<file path="src/rtl/glm_load.sv">
// DRAM-to-BRAM load stage: decodes one instruction, launches a single DMA read
// burst and streams the returned cache lines into a selected BRAM region.
module glm_load #(
  parameter int CLADDR_WIDTH = 42,
  parameter int LOG2_DEPTH   = 10
) (
  input  logic                    clk,
  input  logic                    reset,

  input  logic                    op_start,
  output logic                    op_done,
  input  logic [6:0][31:0]        regs,
  input  logic [CLADDR_WIDTH-1:0] in_addr,
  input  logic [CLADDR_WIDTH-1:0] out_addr,

  output logic                    dma_rd_start,
  output logic [CLADDR_WIDTH-1:0] dma_rd_addr,
  output logic [31:0]             dma_rd_length,
  input  logic                    dma_rd_idle,
  input  logic                    dma_rd_active,
  input  logic                    dma_rd_done,
  input  logic                    dma_rd_rvalid,
  input  logic [511:0]            dma_rd_rdata,
  output logic                    dma_rd_almostfull,

  output logic [2:0]              region_we,
  output logic [LOG2_DEPTH-1:0]   region_waddr,
  output logic [511:0]            region_wdata,
  input  logic [2:0]              region_almostfull
);

  typedef enum logic [2:0] {
    S_IDLE,
    S_PRE,
    S_TRIGGER,
    S_READ,
    S_DONE
  } state_t;

  state_t                  state;
  logic [1:0]              pre_cnt;

  // Instruction fields latched at op_start
  logic [CLADDR_WIDTH-1:0] line_addr;
  logic [2:0][31:0]        offsets;
  logic [31:0]             length;
  logic [2:0]              region_mask;
  logic [LOG2_DEPTH-1:0]   bram_base;
  logic [31:0]             count;

  // Decode of the incoming instruction
  logic [CLADDR_WIDTH-1:0] start_addr;
  logic [2:0]              region_onehot;
  logic                    inst_valid;
  logic                    accept;
  logic                    last_line;
  logic                    unused_regs;

  assign start_addr = (regs[3][31] ? in_addr : out_addr)
                    + CLADDR_WIDTH'(regs[3][30:0]);
  assign inst_valid = (regs[4] != 32'd0) && (regs[5][3:0] <= 4'd2);
  assign unused_regs = ^{regs[5][31:4], regs[6][31:LOG2_DEPTH]};

  always_comb begin
    // NOTE: every combinational output gets a default first so no path can
    // leave it unassigned and infer a latch.
    region_onehot = 3'b000;
    case (regs[5][3:0])
      4'd0:    region_onehot = 3'b001;
      4'd1:    region_onehot = 3'b010;
      4'd2:    region_onehot = 3'b100;
      default: region_onehot = 3'b000;
    endcase
  end

  // A line is taken only while the burst is still short of L lines.
  assign accept    = (state == S_READ) && dma_rd_active && dma_rd_rvalid
                   && (count < length);
  assign last_line = accept && (count == length - 32'd1);

  // NOTE: the instruction latches, line counter and write data carry no reset;
  // they are always loaded before use, so clearing them would only add logic.
  always_ff @(posedge clk) begin
    if (state == S_IDLE && op_start) begin
      line_addr   <= start_addr;
      offsets     <= regs[2:0];
      length      <= regs[4];
      region_mask <= region_onehot;
      bram_base   <= regs[6][LOG2_DEPTH-1:0];
      count       <= 32'd0;
    end else if (state == S_PRE) begin
      // Offsets shift down so each preprocess cycle adds the next one.
      line_addr <= line_addr + CLADDR_WIDTH'(offsets[0]);
      offsets   <= {32'd0, offsets[2:1]};
    end

    if (accept) begin
      region_wdata <= dma_rd_rdata;
      count        <= count + 32'd1;
    end
  end

  always_ff @(posedge clk) begin
    if (reset) begin
      state             <= S_IDLE;
      pre_cnt           <= 2'd0;
      op_done           <= 1'b0;
      dma_rd_start      <= 1'b0;
      dma_rd_addr       <= '0;
      dma_rd_length     <= 32'd0;
      dma_rd_almostfull <= 1'b1;
      region_we         <= 3'b000;
      region_waddr      <= '0;
    end else begin
      // NOTE: sequential state uses non-blocking assignments so every register
      // here samples the pre-edge value of every other one.
      op_done           <= 1'b0;
      dma_rd_start      <= 1'b0;
      region_we         <= 3'b000;
      dma_rd_almostfull <= (|(region_almostfull & region_mask))
                         || !dma_rd_active || (state != S_READ);

      if (accept) begin
        region_we    <= region_mask;
        region_waddr <= bram_base + count[LOG2_DEPTH-1:0];
      end

      case (state)
        S_IDLE: begin
          pre_cnt <= 2'd0;
          if (op_start) state <= inst_valid ? S_PRE : S_DONE;
        end

        S_PRE: begin
          pre_cnt <= pre_cnt + 2'd1;
          if (pre_cnt == 2'd2) state <= S_TRIGGER;
        end

        S_TRIGGER: begin
          if (dma_rd_idle) begin
            dma_rd_start  <= 1'b1;
            dma_rd_addr   <= line_addr;
            dma_rd_length <= length;
            state         <= S_READ;
          end
        end

        S_READ: begin
          // Completion pulses here so op_done lines up with the final write.
          if (last_line || dma_rd_done) begin
            op_done <= 1'b1;
            state   <= S_DONE;
          end
        end

        S_DONE: begin
          // Arriving from READ the pulse is already out; from IDLE issue it now.
          op_done <= !op_done;
          state   <= S_IDLE;
        end

        default: state <= S_IDLE;
      endcase
    end
  end

endmodule

</file>
<file path="config.mk">
export PLATFORM = sky130hd
export DESIGN_NAME = glm_load
export DESIGN_NICKNAME = d
export VERILOG_FILES = /design/src/rtl/glm_load.sv
export SDC_FILE = /design/constraint.sdc
export NUM_CORES = 1
export LEC_CHECK = 0
export BUFFER_PORTS_ARGS = -buffer_cell sky130_fd_sc_hd__buf_2
export CORE_AREA = 2 2 556 558
export CTS_CLUSTER_SIZE = 20
export DETAILED_ROUTE_END_ITERATION = 10
export DIE_AREA = 0 0 558 560
export HOLD_SLACK_MARGIN = 0.08
export PLACE_DENSITY = 0.3
export SLEW_MARGIN = 20
export SYNTH_ARGS = -nofsm -noshare
export SYNTH_HDL_FRONTEND = slang
export SYNTH_SLANG_ARGS = --single-unit
</file>
<file path="constraint.sdc">
create_clock -name clk -period 13.32 [get_ports clk]
set_input_delay 2.664 -clock clk [delete_from_list [all_inputs] [get_ports clk]]
set_output_delay 2.664 -clock clk [all_outputs]
set_load 0.05 [all_outputs]
</file>
==> metrics.txt <==
Power per Cell Area=146 nW/um^2; complex-gate fraction of the synthesized area=7.28%; Setup Crit Path Kind=input port to flop; post-synthesis adder-cell area fraction=4.16%; Routed Antenna Nets=0; Reg2Reg Depth=12; top cells by area, synth=edfxtp_1 65%, dfxtp_1 5.7%, nand2_1 4.7%; crit path DAT=7140 ps; CP Max Fanout=48; Die Y=560 um; first-pass iteration count of the detailed router=5; largest family of logic cells by synthesized area=simple AND/OR/NAND/NOR gates; DRC=0; CTS HTree Levels=3; Synth warnings=0; Starting Density=11.0%; Core Util, Final=16.2%; aggregate global-route resource usage=15.2%; CP startpoint=regs[127]; initial antenna violation count=239; IO Port Bufs=1,381; CTS sink cnt=822; dominant cell type by area after synthesis=edfxtp_1; DIE AREA=312,000 um^2; die width=558 um; Detailed Route WL=246,000 um; Hold Crit Class=flop to flop; # hold bufs at CTS=0; Final period util=49.8%; DR vias/cell=3.34; Final Hold Viols=0; status=completed; Vias=27,400; area grow syn2layout=48.1%; worst vdd ir=122 uV; clock buffers created by TritonCTS=119; nets=4,875; Seq/Total Area, Yosys=70.5%; worst reg-to-reg setup slack=8750 ps; Avg Cell Area, Syn=13.5 um^2; #FFs+latches synth=822; clk_lat worst skew=910 ps; Reg clk slew, reported paths=60 ps; data required time of the worst path=13,830 ps; Max Transition Viols Final=0; actual slew at the worst max-slew pin=1070 ps; mux contribution to synthesized area=1.75%; hold path depth=2; boundary pin count=1,432; Reg power frac=41.6%; Gate power share=12.6%; Rel. slew slack=28.9%; Simple-Gate Fraction of Synth Area=10.9%; unique cell type count in the Yosys netlist=78; number of post-CTS setup repair buffers=0; ys async rst share=0%; Worst Clk Skew=105 ps; Fmax achieved=151 MHz; Startpoint Class=input port; switching pwr=1.99 mW; leakage power=19.4 nW; Synthesized Nets=3,426; layout cells sized above 1=40.7%; Iter 0 DRT Violations=1,828; Tmin final=6630 ps; most frequent cells in the layout=1,380 x buf_2, 727 x edfxtp_1, 424 x nand2_1, 178 x a21oi_1, 137 x nor2_1; top cell type's share of synthesized area=64.9%; pin count of the biggest net entering global routing=120; row count=204; Max Cap Violations=0; DP Wirelength=212,000 um; vias in the first global route=27,500; main flop type after synthesis=edfxtp_1; Hold Startpoint=dma_rd_length[26]; total gr overflow=0; Clock Tree Buf Depth=4; worst r2r dst=region_wdata[128]; setup TNS=0 ps; Core Region=307,000 um^2; commonest non-fill, non-tap cell in the layout=buf_2; GPL Wtd Cong=0.854; Sw Share=27.4%; number of flops mapped to enable cells by yosys=727; Worst setup EP type=flop; routed len/inst=30.0 um; Root Buffer=clkbuf_16; Synth Area in XOR/XNOR=3.62%; RSZ-0062 raised after global routing=no; Hold Path End=dma_rd_length[26]; Cell Int Power=5.28 mW; Syn Std Cell Area=33,700 um^2; Mapped Cells=2,486; final-report setup violation count=0; Clk pwr share=45.8%; r2r startpoint=count[1]; TritonCTS clock tree=done; Post-CTS Resized=0; first-pass GRT wire length=306,000 um
## power groups by stage
| stage | Combinational, mW | Clock [mW] | Sequential (mW) |
|---|---|---|---|
| floorplan | 0.559 | 0 | 3.03 |
| finish | 0.914 | 3.33 | 3.03 |
| CTS | 0.930 | 3.48 | 3.03 |
| global placement | 0.924 | 0 | 3.08 |
| detailed placement | 0.923 | 0 | 3.08 |
| global route | 1.02 | 3.55 | 3.04 |
## layer usage
layer	up-vias	GRT usage (%)	routed length (um)
met2	1170	28.9	131000
met3	492	6.94	24700
met5	-	0	1160
li1	12200	-	-
met4	174	2.91	5570
met1	13400	15.1	84000
## stage by stage
stage / setup WS, ps / hold slack, ps / total power [mW] / cells / instance area, um^2
after global placement: 5880 / 442 / 4.01 / 7934 / 45700
after global routing: 6490 / 470 / 7.61 / 8164 / 49700
after floorplan: 2070 / 448 / 3.59 / 2486 / 33700
after CTS: 6740 / 456 / 7.44 / 8153 / 49700
after detailed placement: 5870 / 447 / 4.00 / 7934 / 45700
final: 6690 / 453 / 7.27 / 8215 / 49800
## cell usage after synthesis, types with 4 or more instances
master	number
nand2b_1	19
nor4_1	16
inv_1	73
nand3_1	47
a21oi_1	178
o21a_1	7
ha_1	107
nor3_1	26
o21ai_0	58
and3_1	45
nor2_1	138
mux2_2	31
a21boi_0	7
xnor2_1	86
mux2i_1	24
buf_1	4
o31a_1	4
edfxtp_1	727
a31oi_1	11
a211oi_1	15
o211ai_1	10
nor3b_1	8
xor2_1	53
clkbuf_1	72
nand2_1	425
nand4_1	24
nor2b_1	17
o21bai_1	14
nor4b_1	8
or3_1	7
and2_1	7
and4_1	4
a21o_1	43
dfxtp_1	95
o31ai_1	9
## critical path: stages
cell and delay, ps:
buf_2 80, buf_4 550, mux2i_1 720, inv_1 100, ha_1 320, a211oi_1 340
nor2_1 130, o31ai_1 540, a211oi_1 260, o2111ai_1 330, nand3_1 110, a21oi_1 370
o21ai_0 200, xnor2_1 270, o21ai_0 130
## worst max-delay path by stage
stage | to | cells past startpoint
after global routing | line_addr[25] | 15
after global placement | line_addr[25] | 15
after detailed placement | line_addr[25] | 15
after CTS | line_addr[25] | 15
after floorplan | region_wdata[0] | 4
final | line_addr[25] | 15
## registers in the layout, indices dropped and copies added, names as in the netlist, 10 cells and up
register,cells
count,32
dma_rd_length,32
region_wdata,512
line_addr,42
region_waddr,10
offsets,96
length,32
dma_rd_addr,42
bram_base,10
## logic make-up after synthesis
family / Yosys count
multiplexers: 55
adder cells (fa/ha/maj): 110
AND/OR/NAND/NOR: 811
flip-flops: 822
buffers and inverters: 153
AO/OA/AOI/OAI: 396
XOR/XNOR: 139
## final cells by class
type | count | area (um^2)
inverters | 74 | 287
flip-flops and latches | 822 | 23700
multi-input cells | 1511 | 9400
well taps | 4120 | 5150
repair buffers | 1407 | 7120
diodes | 62 | 155
clock inverters | 69 | 781
fillers | 34300 | 257000
clock buffers | 150 | 3210
No activity file was read; power rests on OpenSTA's default activity.
